===== src/rtl/snake_video_ctrl.sv =====
// Snake video front end: pixel-enable divider, 640x480 VGA timing and game-state FSM.
// Optional build macro VGA_BORDER_EN draws a white frame around the visible area.
//
// state    | meaning
// ST_IDLE  | waiting for 'S'; snake held at start position, screen blanked
// ST_RUN   | game running
// ST_PAUSE | movement frozen by 'P', picture still shown
// ST_DEAD  | snake died; only Esc leaves
module snake_video_ctrl #(
    parameter int CLK_DIV   = 4,
    parameter int H_VISIBLE = 640,
    parameter int H_TOTAL   = 800,
    parameter int HS_START  = 656,
    parameter int HS_END    = 752,
    parameter int V_VISIBLE = 480,
    parameter int V_TOTAL   = 525,
    parameter int VS_START  = 490,
    parameter int VS_END    = 492
) (
    input  logic        clk,
    input  logic        rst_n,
    input  logic        died,
    input  logic [7:0]  key_code,
    input  logic [11:0] rgb,
    output logic        pix_en,
    output logic [9:0]  x,
    output logic [9:0]  y,
    output logic [3:0]  red_out,
    output logic [3:0]  green_out,
    output logic [3:0]  blue_out,
    output logic        hSync,
    output logic        vSync,
    output logic        init_snake,
    output logic        screen_black,
    output logic        screen_pause
);

    localparam int CW = (CLK_DIV > 1) ? $clog2(CLK_DIV) : 1;

    localparam logic [7:0] KEY_S   = 8'h1B;
    localparam logic [7:0] KEY_P   = 8'h4D;
    localparam logic [7:0] KEY_ESC = 8'h76;

    typedef enum logic [1:0] {
        ST_IDLE,
        ST_RUN,
        ST_PAUSE,
        ST_DEAD
    } state_t;

    logic [CW-1:0] cnt_q, cnt_d;
    logic [9:0]    x_q, x_d;
    logic [9:0]    y_q, y_d;
    logic          hsync_q, hsync_d;
    logic          vsync_q, vsync_d;
    logic [11:0]   colour_q, colour_d;
    state_t        state_q, state_d;

    logic          in_visible;
    logic          on_border;

    assign pix_en = (cnt_q == CW'(CLK_DIV - 1));

    always_comb begin
        cnt_d = cnt_q + CW'(1);
        if (pix_en) begin
            cnt_d = '0;
        end
    end

    always_comb begin
        x_d = x_q;
        y_d = y_q;
        if (pix_en) begin
            if (x_q == 10'(H_TOTAL - 1)) begin
                x_d = '0;
                y_d = (y_q == 10'(V_TOTAL - 1)) ? '0 : y_q + 10'd1;
            end else begin
                x_d = x_q + 10'd1;
            end
        end
    end

    // Sync and colour are sampled from the pre-increment position, so they lag x/y by one tick.
    always_comb begin
        in_visible = (x_q < 10'(H_VISIBLE)) && (y_q < 10'(V_VISIBLE));
`ifdef VGA_BORDER_EN
        on_border = (x_q == 10'd0) || (x_q == 10'(H_VISIBLE - 1)) ||
                    (y_q == 10'd0) || (y_q == 10'(V_VISIBLE - 1));
`else
        on_border = 1'b0;
`endif
        hsync_d  = hsync_q;
        vsync_d  = vsync_q;
        colour_d = colour_q;
        if (pix_en) begin
            hsync_d = !((x_q >= 10'(HS_START)) && (x_q < 10'(HS_END)));
            vsync_d = !((y_q >= 10'(VS_START)) && (y_q < 10'(VS_END)));
            if (!in_visible || screen_black) begin
                colour_d = '0;
            end else if (on_border) begin
                colour_d = 12'hFFF;
            end else begin
                colour_d = rgb;
            end
        end
    end

    // Key codes are sticky levels, so transitions only fire on codes that matter in each state.
    always_comb begin
        state_d      = state_q;
        init_snake   = 1'b0;
        screen_black = 1'b0;
        screen_pause = 1'b0;
        case (state_q)
            ST_IDLE: begin
                init_snake   = 1'b1;
                screen_black = 1'b1;
                screen_pause = 1'b1;
                if (key_code == KEY_S) begin
                    state_d = ST_RUN;
                end
            end
            ST_RUN: begin
                if (key_code == KEY_ESC) begin
                    state_d = ST_IDLE;
                end else if (died) begin
                    state_d = ST_DEAD;
                end else if (key_code == KEY_P) begin
                    state_d = ST_PAUSE;
                end
            end
            ST_PAUSE: begin
                screen_pause = 1'b1;
                if (key_code == KEY_ESC) begin
                    state_d = ST_IDLE;
                end else if (key_code == KEY_S) begin
                    state_d = ST_RUN;
                end
            end
            ST_DEAD: begin
                screen_pause = 1'b1;
                if (key_code == KEY_ESC) begin
                    state_d = ST_IDLE;
                end
            end
            default: begin
                state_d = ST_IDLE;
            end
        endcase
    end

    always_ff @(posedge clk or negedge rst_n) begin
        if (!rst_n) begin
            cnt_q    <= '0;
            x_q      <= '0;
            y_q      <= '0;
            hsync_q  <= 1'b1;
            vsync_q  <= 1'b1;
            colour_q <= '0;
            state_q  <= ST_IDLE;
        end else begin
            cnt_q    <= cnt_d;
            x_q      <= x_d;
            y_q      <= y_d;
            hsync_q  <= hsync_d;
            vsync_q  <= vsync_d;
            colour_q <= colour_d;
            state_q  <= state_d;
        end
    end

    assign x         = x_q;
    assign y         = y_q;
    assign hSync     = hsync_q;
    assign vSync     = vsync_q;
    assign red_out   = colour_q[11:8];
    assign green_out = colour_q[7:4];
    assign blue_out  = colour_q[3:0];

endmodule


===== config.mk =====
export PLATFORM = sky130hd
export DESIGN_NAME = snake_video_ctrl
export DESIGN_NICKNAME = d
export VERILOG_FILES = /design/src/rtl/snake_video_ctrl.sv
export SDC_FILE = /design/constraint.sdc
export NUM_CORES = 1
export LEC_CHECK = 0
export ABC_AREA = 1
export CORE_MARGIN = 4
export CORE_UTILIZATION = 42
export CTS_BUF_LIST = sky130_fd_sc_hd__clkbuf_2
export CTS_CLUSTER_DIAMETER = 80
export CTS_CLUSTER_SIZE = 25
export DETAILED_ROUTE_END_ITERATION = 7
export GPL_ROUTABILITY_DRIVEN = 0
export PLACE_DENSITY = 0.79
export SYNTH_ARGS = -nofsm -noshare
export SYNTH_HDL_FRONTEND = slang
export SYNTH_SLANG_ARGS = --single-unit

===== constraint.sdc =====
create_clock -name clk -period 1.3 [get_ports clk]
set_clock_uncertainty 0.05 [all_clocks]
set_input_delay 0.325 -clock clk [delete_from_list [all_inputs] [get_ports clk]]
set_output_delay 0.325 -clock clk [all_outputs]
set_load 0.01 [all_outputs]

After elaboration in Yosys (flattened, before gate mapping):

Cells that the tools add are included.

* input port bits: 23
* output and inout bits: 38
* register bits: 38

* muxes and demuxes: 13
* equality and inequality tests: 11
* magnitude comparators: 6
* reduce and logical (&&, ||, !) cells: 11
* add/sub/neg operators: 3

Operators with widths (number)
* 10-bit by 1-bit adder with 10-bit output, second input constant: 2
* 10-bit equality test, second input constant: 2
* 10-bit < comparator, second input constant: 2
* 10-bit by 9-bit < comparator with 1-bit output, second input constant: 2
* 10-bit 2-to-1 mux: 2
* 8-bit by 7-bit equality test with 1-bit output, second input constant: 2
* 2-bit 2-to-1 mux: 7
* 12-bit 2-to-1 mux: 1
* 10-bit >= comparator, second input constant: 1
* 10-bit by 9-bit >= comparator with 1-bit output, second input constant: 1
* 8-bit by 5-bit equality test with 1-bit output, second input constant: 1
* 2-bit case mux with 4 select lines: 1
* 2-bit equality test, second input constant: 3
* 4-bit != test, second input constant: 1
* 2-bit AND reduction: 2
* 1-bit logical AND: 3
* 1-bit logical NOT: 3
* 3-bit OR reduction: 1
* 2-bit by 1-bit adder with 2-bit output, second input constant: 1
* 2-bit by 1-bit equality test with 1-bit output, second input constant: 1
* 2-bit logical NOT: 1
* 1-bit 2-to-1 mux: 2
* 2-bit != test, second input constant: 1
* 1-bit logical OR: 1

Longest topological paths before layout:

Gate-level depths: netlist (run 1).

* word-level depth: 5
* mapped depth: 9

Worst setup path after synthesis (run 1):

Ideal clock, no wire load.

* path type: reg2reg
* start point: register cnt_q[0]
* end point: register x_q[7] (netlist: x[7])
* required time: 1132 ps
* clock period less this slack: 1429 ps
* arrival time: 1261 ps
* setup slack: -129 ps
* cell stages (with the launch flop): 9
* buffers on the path: 1
* setup time: 118 ps
* cells stage by stage: dfrtp_1 ha_1 buf_4 inv_2 nor2_1 nand2_1 nor2_1 xor2_1 inv_1

* longest elaborated chain between the ends: 1

RTL lines
* start: declaration: line 51 `logic [CW-1:0] cnt_q, cnt_d;`
* start signal: assignment: line 163 `cnt_q <= cnt_d;`
* 2-bit equality test: line 62 `assign pix_en = (cnt_q == CW'(CLK_DIV - 1));`
* via pix_en: line 25 `output logic pix_en,`
* end signal: assignment: line 156 `x_q <= '0;`
* end signal: assignment: line 164 `x_q <= x_d;`
* end: declaration: line 52 `logic [9:0] x_q, x_d;`

The timed path passes the listed nets, and every way through them passes these cells.
A chain may end at the register's enable or synchronous reset.

Worst setup path after layout (run 1):

* start point: register state_q[0]
* end point: output screen_pause

* longest elaborated chain between the ends: 3
* elaborated cells on any way between the ends: 5
* those cells by class: 2 x eq/ne; 1 x mux; 2 x reduce/logical

RTL lines
* start: declaration: line 57 `state_t state_q, state_d;`
* start signal: assignment: line 169 `state_q <= state_d;`
* 2-bit equality test / 2-bit logical NOT (equally long branches): line 115 `case (state_q)`
* 3-bit OR reduction (no line) *
* 1-bit 2-to-1 mux *: line 115
* end: declaration: line 35 `output logic screen_pause`

Every way passes the cells marked *; elsewhere a longest branch is shown, timed or not.

==> results of run 1 <==
==> routing by layer <==
| layer | vias to the layer above | track usage |
|---|---|---|
| li1 | 1252 | - |
| met1 | 1365 | 0.2835 |
| met2 | 166 | 0.5265 |
| met3 | 55 | 0.05869 |
| met4 | 0 | 0.1639 |
| met5 | - | 0 |
==> how the worst min path moves through the flow <==
stage                     cells after the start  slack [ns]            endpoint  startpoint
after detailed placement                      1        0.19    y[6]$_DFFE_PN0P_       rst_n
after global placement                        1        0.18    y[9]$_DFFE_PN0P_       rst_n
final                                         2        0.23    y[8]$_DFFE_PN0P_       rst_n
after CTS                                     2        0.24    y[8]$_DFFE_PN0P_       rst_n
after floorplan                               0       -0.02  cnt_q[0]$_DFF_PN0_       rst_n
after global routing                          2        0.23    y[8]$_DFFE_PN0P_       rst_n
==> through the flow <==
stage | std cells | total power, W | setup TNS [ns]
floorplan | 294 | 0.001910 | -0.2221
global placement | 466 | 0.002535 | -3.359
detailed placement | 466 | 0.002573 | -4.470
CTS | 516 | 0.003395 | -8.290
global route | 532 | 0.003953 | -15.37
finish | 532 | 0.003785 | -12.40
==> worst max-delay path, stage by stage, from the launching register on <==
cell     delay [ns]
dfrtp_1        0.46
inv_2          0.08
nor2_4         0.13
inv_2          0.05
buf_6          0.11
==> area by class of cell <==
class,count,share of cell area
clock buffers,5,0.005944
well taps,67,0.01991
inverters,43,0.04547
multi-input cells,208,0.3394
flip-flops and latches,38,0.2270
clock inverters,3,0.01070
repair buffers,168,0.3516
==> power by group through the flow <==
stage | logic [W] | registers, W | clock network [W]
2_1_floorplan | 0.000436 | 0.00147 | 0
3_3_place_gp | 0.00112 | 0.00142 | 0
3_5_place_dp | 0.00115 | 0.00142 | 0
4_1_cts | 0.00121 | 0.00141 | 0.000775
5_1_grt | 0.00166 | 0.00146 | 0.000840
6_report | 0.00155 | 0.00144 | 0.000801
==> layout by cell type (no fill, tap or decap), types with 8 or more instances in the layout <==
cell and n:
buf_4 75, nand2_1 59, buf_6 41, dfrtp_1 34, nand2_2 28, inv_1 27
nor2_1 25, buf_2 25, clkdlybuf4s50_1 21, o21ai_2 13, nor2_2 11, nand3_1 9
nor2_4 8, nand2_4 8
==> timing repair <==
action	4_1_cts	5_1_grt
hold buffers	1	0
setup endpoints to repair	70	72
gates resized for setup	269	50
pin swaps	42	28
buffers inserted	38	18
endpoints found under the hold margin	30	0
gates cloned	4	0
==> state kept, by name (all words and copies together), names as in the netlist <==
register	count
colour_q	12
state_q	2
hSync	1
cnt_q	2
x	10
y	10
vSync	1
==> kinds of logic (layout without fill, tap and decap cells) <==
group / after synthesis / in the layout / synth area share
fa+ha+maj: 5 / 5 / 0.02879
xor+xnor: 7 / 7 / 0.02821
compound gates: 25 / 25 / 0.07599
simple gates: 170 / 171 / 0.3351
flops: 38 / 38 / 0.4387
buf+inv: 49 / 219 / 0.09326
==> metrics.yaml, run 1 <==
critical_path:
  worst-endpoint-arrival_ns: 1.25
  type_of_the_worst_setup_path: "reg2out"
  rr_worst_depth: 7
  r2r_start: "x[5]$_DFFE_PN0P_"
  worst_setup_path_start_kind: "flip-flop"
  cp-startpoint: "state_q[0]$_DFFE_PN0P_"
  timing.rr.end: "y[4]$_DFFE_PN0P_"
  crit_path_end: "screen_pause"
  cp_capture_type: "output port"
  crit_fanout: 3
  required_arrival_time_at_the_worst_endpoint_ns: 0.93
  worst-r2r-setup-slack_ns: -0.31
layout:
  fillerInstances: 256
  design_area_sq_um: 4210
  layout.core_utilization: 0.8628
  synthToLayoutAreaGrowth_pct: 93.72
  multi_input_comb_area_sq_um: 1429
  final-seq-area_sq_um: 955.9
  layout.nets: 492
  number_of_antenna_diodes: 0
  drive_gt1_frac: 0.5699
power_and_ir_drop:
  power.share.sequential: 0.380
  power_density_nw_per_um2: 899.1
  p_int_w: 0.002482
  comb_power_share: 0.408
  net-switching-power_w: 0.001304
  clkPwrFrac: 0.212
  power.leakage_nw: 2.159
  ir_drop_worst_case_vdd_mv: 0.6530
  netSwitchingFraction: 0.3444
hold_path:
  hold_path_class: "in2async"
drt:
  top_layer: "met4"
  detail_route.wirelength_um: 9687
  routedWlPerCell_um: 18.21
  route.met3.wl_um: 624
  vias: 2838
  detailroute.wirelength.met2_um: 5023
  drtPass1Iterations: 5
  drc: 0
  vias_per_cell: 5.335
  ant_nets: 0
  detail_route.wirelength.met1_um: 3422
  detail_route.iter0.violations: 125
global_route:
  via_count_of_the_first_global_routing_pass: 2848
  initial_antenna_violation_count: 0
  first_pass_grt_wire_length_um: 13660
  grt-ovfl-total: 0
  grtUsageTotal: 0.2817
  grt_start_max_net_pins: 22
timing:
  timing.final.crit_period_ns: 1.628
  timing.fmax_mhz: 614.1
  finalSetupViolations: 71
  hold_ws_ns: 0.2295
  fin_ws_ns: -0.3284
  fin_hold_viols: 0
  timing_worst_slew_pin_value_ns: 0.3523
  slew-limit-headroom: 0.7643
  min_period_over_period: 1.253
  final-max-slew-violation-count: 0
  grt_setup_unrepaired: "yes"
clocking:
  tritoncts_num_sinks: 38
  tritoncts.num_buffers: 5
  htree_levels: 2
  clk_transition_reported_paths_ns: 0.22
  worstSkewPairLatency_ns: 0.45
  clock_path_buffers: 2
  clock_tree.root_cell: "clkbuf_2"
  cts_tree: "yes"
synthesis:
  synth.yosys.seq_area_share: 0.4387
  synthesis.instances: 294
  mappedNetlistArea_sq_um: 2173
  synthFlopType: "dfrtp_1"
  postSynth.asyncResetShare: 1.000
  synth_edf_count: 0
  yosys-top-cells-area: "dfrtp_1 41%, nand2_1 16%, nor2_1 7.3%, inv_1 6.2%, o21ai_2 4.0%"
  yosys.area.top_type: "dfrtp_1"
  synth_largest_type_area_fraction: 0.4145
  synth_fp_nets: 322
  postSynthAreaPerCell_sq_um: 7.392
  yosysUniqueCellTypes: 29
  ys.warnings.count: 0
  most_frequently_used_cell_type_in_the_post_synthesis_netlist: "nand2_1"
  synth_seq_cells: 38
  netlist_top_cells_count: "95 x nand2_1, 42 x nor2_1, 36 x dfrtp_1, 36 x inv_1, 16 x nand3_1"
run:
  max-cap-violations: 0
placement:
  dp_hpwl_um: 4444
  placement.setup.worst_slack_ns: -0.3083
  postPlaceCellArea_sq_um: 3252
  numPortBuffers: 60
outcome:
  failing_checks: "negative setup slack"
  outcome: "finished, violations left"
die:
  core_area_sq_um: 4880
  die_area_sq_um: 6390
  die_w_um: 79.94
  num_io_pins: 61
  fp-row-count: 25
  initial_core_util: 0.4454
  chipHeight_um: 79.94
No activity file was read; power rests on OpenSTA's default activity.
==> run 2: changes to the inputs <==
--- a/config.mk
+++ b/config.mk
@@ -12,7 +12,7 @@
 export CTS_CLUSTER_DIAMETER = 80
 export CTS_CLUSTER_SIZE = 25
 export DETAILED_ROUTE_END_ITERATION = 7
-export GPL_ROUTABILITY_DRIVEN = 0
+export GPL_ROUTABILITY_DRIVEN = 1
 export PLACE_DENSITY = 0.79
 export SYNTH_ARGS = -nofsm -noshare
 export SYNTH_HDL_FRONTEND = slang
==> results of run 2 <==
Same layout as run 1: the final DEF is identical, and so are final timing and power.
==> run 3: changes to the inputs <==
--- a/config.mk
+++ b/config.mk
@@ -14,6 +14,7 @@
 export DETAILED_ROUTE_END_ITERATION = 7
 export GPL_ROUTABILITY_DRIVEN = 1
 export PLACE_DENSITY = 0.79
+export SKIP_LAST_GASP = 1
 export SYNTH_ARGS = -nofsm -noshare
 export SYNTH_HDL_FRONTEND = slang
 export SYNTH_SLANG_ARGS = --single-unit
==> run 3 against run 2 <==
Hold slack improved by 0.0052 ns. Flip-flop and latch count did not move. Combinational power barely moved. Non-clock buffer count rose by 3. Core utilization fell by 0.10 points. Highest routed layer unchanged. Largest cell class unchanged. Count of clock-buffer cells in the layout did not move. Power fell by 0.47%. The run still ends with negative setup slack left.
==> metrics.yaml, run 3 (same netlist as run 1, synthesis figures left out) <==
layout:
  top_register: "colour_q"  # unchanged
  drive_gt1_frac: 0.5577  # was 0.5699
  synthToLayoutAreaGrowth_pct: 93.49  # was 93.72%
  flip_flop_count_of_the_largest_register_after_layout: 12  # unchanged
  leading_cell_type_in_the_layout_fill_and_taps_excluded: "buf_4"  # unchanged
  layout_common_cells: "78 x buf_4, 62 x nand2_1, 38 x buf_6, 34 x dfrtp_1, 30 x nor2_1"  # was 75 x buf_4, 59 x nand2_1, 41 x buf_6, 34 x dfrtp_1, 28 x nand2_2
  number_of_antenna_diodes: 0  # unchanged
  layout.nets: 495  # was 492
  layout.core_utilization: 0.8618  # was 0.8628
critical_path:
  type_of_the_worst_setup_path: "reg2reg"  # was reg2out
  worst-r2r-setup-slack_ns: -0.33  # was -0.31 ns
  cp-startpoint: "cnt_q[0]$_DFF_PN0_"  # was state_q[0]$_DFFE_PN0P_
  timing.rr.end: "x[5]$_DFFE_PN0P_"  # was y[4]$_DFFE_PN0P_
  worst-endpoint-arrival_ns: 1.97  # was 1.25 ns
  r2r_start: "cnt_q[0]$_DFF_PN0_"  # was x[5]$_DFFE_PN0P_
  rr_worst_depth: 9  # was 7
  required_arrival_time_at_the_worst_endpoint_ns: 1.64  # was 0.93 ns
  cp_capture_type: "flip-flop"  # was output port
  worst_setup_path_start_kind: "flip-flop"  # unchanged
  crit_path_end: "x[5]$_DFFE_PN0P_"  # was screen_pause
  crit_fanout: 6  # was 3
die:
  die_area_sq_um: 6390  # unchanged
  initial_core_util: 0.4454  # unchanged
  chipHeight_um: 79.94  # unchanged
  num_io_pins: 61  # unchanged
  die_w_um: 79.94  # unchanged
  fp-row-count: 25  # unchanged
  core_area_sq_um: 4880  # unchanged
clocking:
  worstSkewPairLatency_ns: 0.45  # about the same
  tritoncts.num_buffers: 5  # unchanged
  htree_levels: 2  # unchanged
  cts_tree: "yes"  # unchanged
  clock_path_buffers: 2  # unchanged
  tritoncts_num_sinks: 38  # unchanged
  clk_transition_reported_paths_ns: 0.25  # was 0.22 ns
  clock_tree.root_cell: "clkbuf_2"  # unchanged
placement:
  numPortBuffers: 60  # unchanged
  place_congestion: 0.8453  # unchanged
  dp_hpwl_um: 4444  # unchanged
timing:
  setup_tns_ns: -12.73  # was -12.40 ns
  fin_hold_viols: 0  # unchanged
  grt_setup_unrepaired: "yes"  # unchanged
  slew-limit-headroom: 0.7786  # was 0.7643
  timing.fmax_mhz: 612.5  # was 614.1 MHz
  timing.final.crit_period_ns: 1.633  # was 1.628 ns
  final-max-slew-violation-count: 0  # unchanged
  fin_ws_ns: -0.3326  # was -0.3284 ns
  min_period_over_period: 1.256  # was 1.253
  finalSetupViolations: 71  # unchanged
  timing_worst_slew_pin_value_ns: 0.3321  # was 0.3523 ns
global_route:
  first_pass_grt_wire_length_um: 13660  # unchanged
  initial_antenna_violation_count: 0  # unchanged
  grt-ovfl-total: 0  # unchanged
  grt_start_max_net_pins: 22  # unchanged
  grtUsageTotal: 0.2800  # was 0.2817
  via_count_of_the_first_global_routing_pass: 2839  # was 2848
outcome:
  outcome: "finished, violations left"  # unchanged
  failing_checks: "negative setup slack"  # unchanged
drt:
  ant_nets: 0  # unchanged
  vias_per_cell: 5.308  # was 5.335
  detail_route.wirelength_um: 9965  # was 9687 um
  drtPass1Iterations: 4  # was 5
  vias: 2840  # was 2838
  detail_route.iter0.violations: 134  # was 125
  drc: 0  # unchanged
  routedWlPerCell_um: 18.63  # was 18.21 um
run:
  max-cap-violations: 0  # unchanged
power_and_ir_drop:
  ir_drop_worst_case_vdd_mv: 0.6690  # was 0.6530 mV
  power.leakage_nw: 2.165  # was 2.159 nW
  power_density_nw_per_um2: 895.9  # was 899.1 nW/um^2
hold_path:
  hold_path_class: "in2async"  # unchanged
## run 3: cell types whose count changed in the layout (fill, tap and decap cells not counted), moves of 2 or more
cell,delta
nor2_2,-2
nor2_1,+5
buf_2,+2
buf_4,+3
nand2_1,+3
nand2_2,-3
inv_8,+2
nor2_4,-3
buf_6,-3
## run 3: final cells by class
class	instances	area (sq um)
clock buffers	5	25.02
well taps	67	83.83
repair buffers	171	1494
fillers	251	674.4
flip-flops and latches	38	955.9
multi-input cells	208	1403
clock inverters	3	45.04
inverters	43	198.9
## run 3: stage by stage
step | instance area, sq um | hold WS (ns) | std cells | setup WS [ns] | power [W]
after floorplan | 2212 | -0.02059 | 294 | -0.02408 | 0.001910
after global placement | 3252 | 0.1830 | 466 | -0.2349 | 0.002535
after detailed placement | 3252 | 0.1872 | 466 | -0.3083 | 0.002573
after CTS | 3857 | 0.2405 | 516 | -0.2706 | 0.003393
after global routing | 4205 | 0.2451 | 535 | -0.4265 | 0.003930
final | 4205 | 0.2347 | 535 | -0.3326 | 0.003767
## run 3: layer usage
| layer | vias up | share of wire | global-route usage |
|---|---|---|---|
| met5 | - | 0 | 0 |
| met4 | 0 | 0.067 | 0.1537 |
| met3 | 55 | 0.060 | 0.05756 |
| met2 | 163 | 0.51 | 0.5248 |
| met1 | 1359 | 0.36 | 0.2850 |
| li1 | 1263 | - | - |
## run 3: worst min path at each step
stage | end | cells after the start | slack, ns
2_1_floorplan | cnt_q[0]$_DFF_PN0_ | 0 | -0.02
3_3_place_gp | y[9]$_DFFE_PN0P_ | 1 | 0.18
3_5_place_dp | y[6]$_DFFE_PN0P_ | 1 | 0.19
4_1_cts | y[8]$_DFFE_PN0P_ | 2 | 0.24
5_1_grt | y[8]$_DFFE_PN0P_ | 2 | 0.25
6_report | y[8]$_DFFE_PN0P_ | 2 | 0.23
## run 3: timing repair
item                       4_1_cts  5_1_grt
pin swaps                       40       32
gates resized for setup        256       55
setup endpoints to repair       70       72
hold endpoints to repair        30        0
buffers inserted                38       24
hold buffers                     1        0
cloned                           4        0
## run 3: report_power, final
group          switching [W]  total, W  internal [W]
combinational       0.000707   0.00153      0.000819
clock               0.000481  0.000803      0.000322
sequential          0.000116   0.00144       0.00132
## run 3: worst max-delay path, cell delays in order (launching register included)
cell and delay (ns):
dfrtp_1 0.45, ha_4 0.17, buf_6 0.13, buf_6 0.12
inv_8 0.04, nor2_4 0.14, nand2_4 0.10, o21ai_2 0.16
nand2_2 0.06, nor2_1 0.14
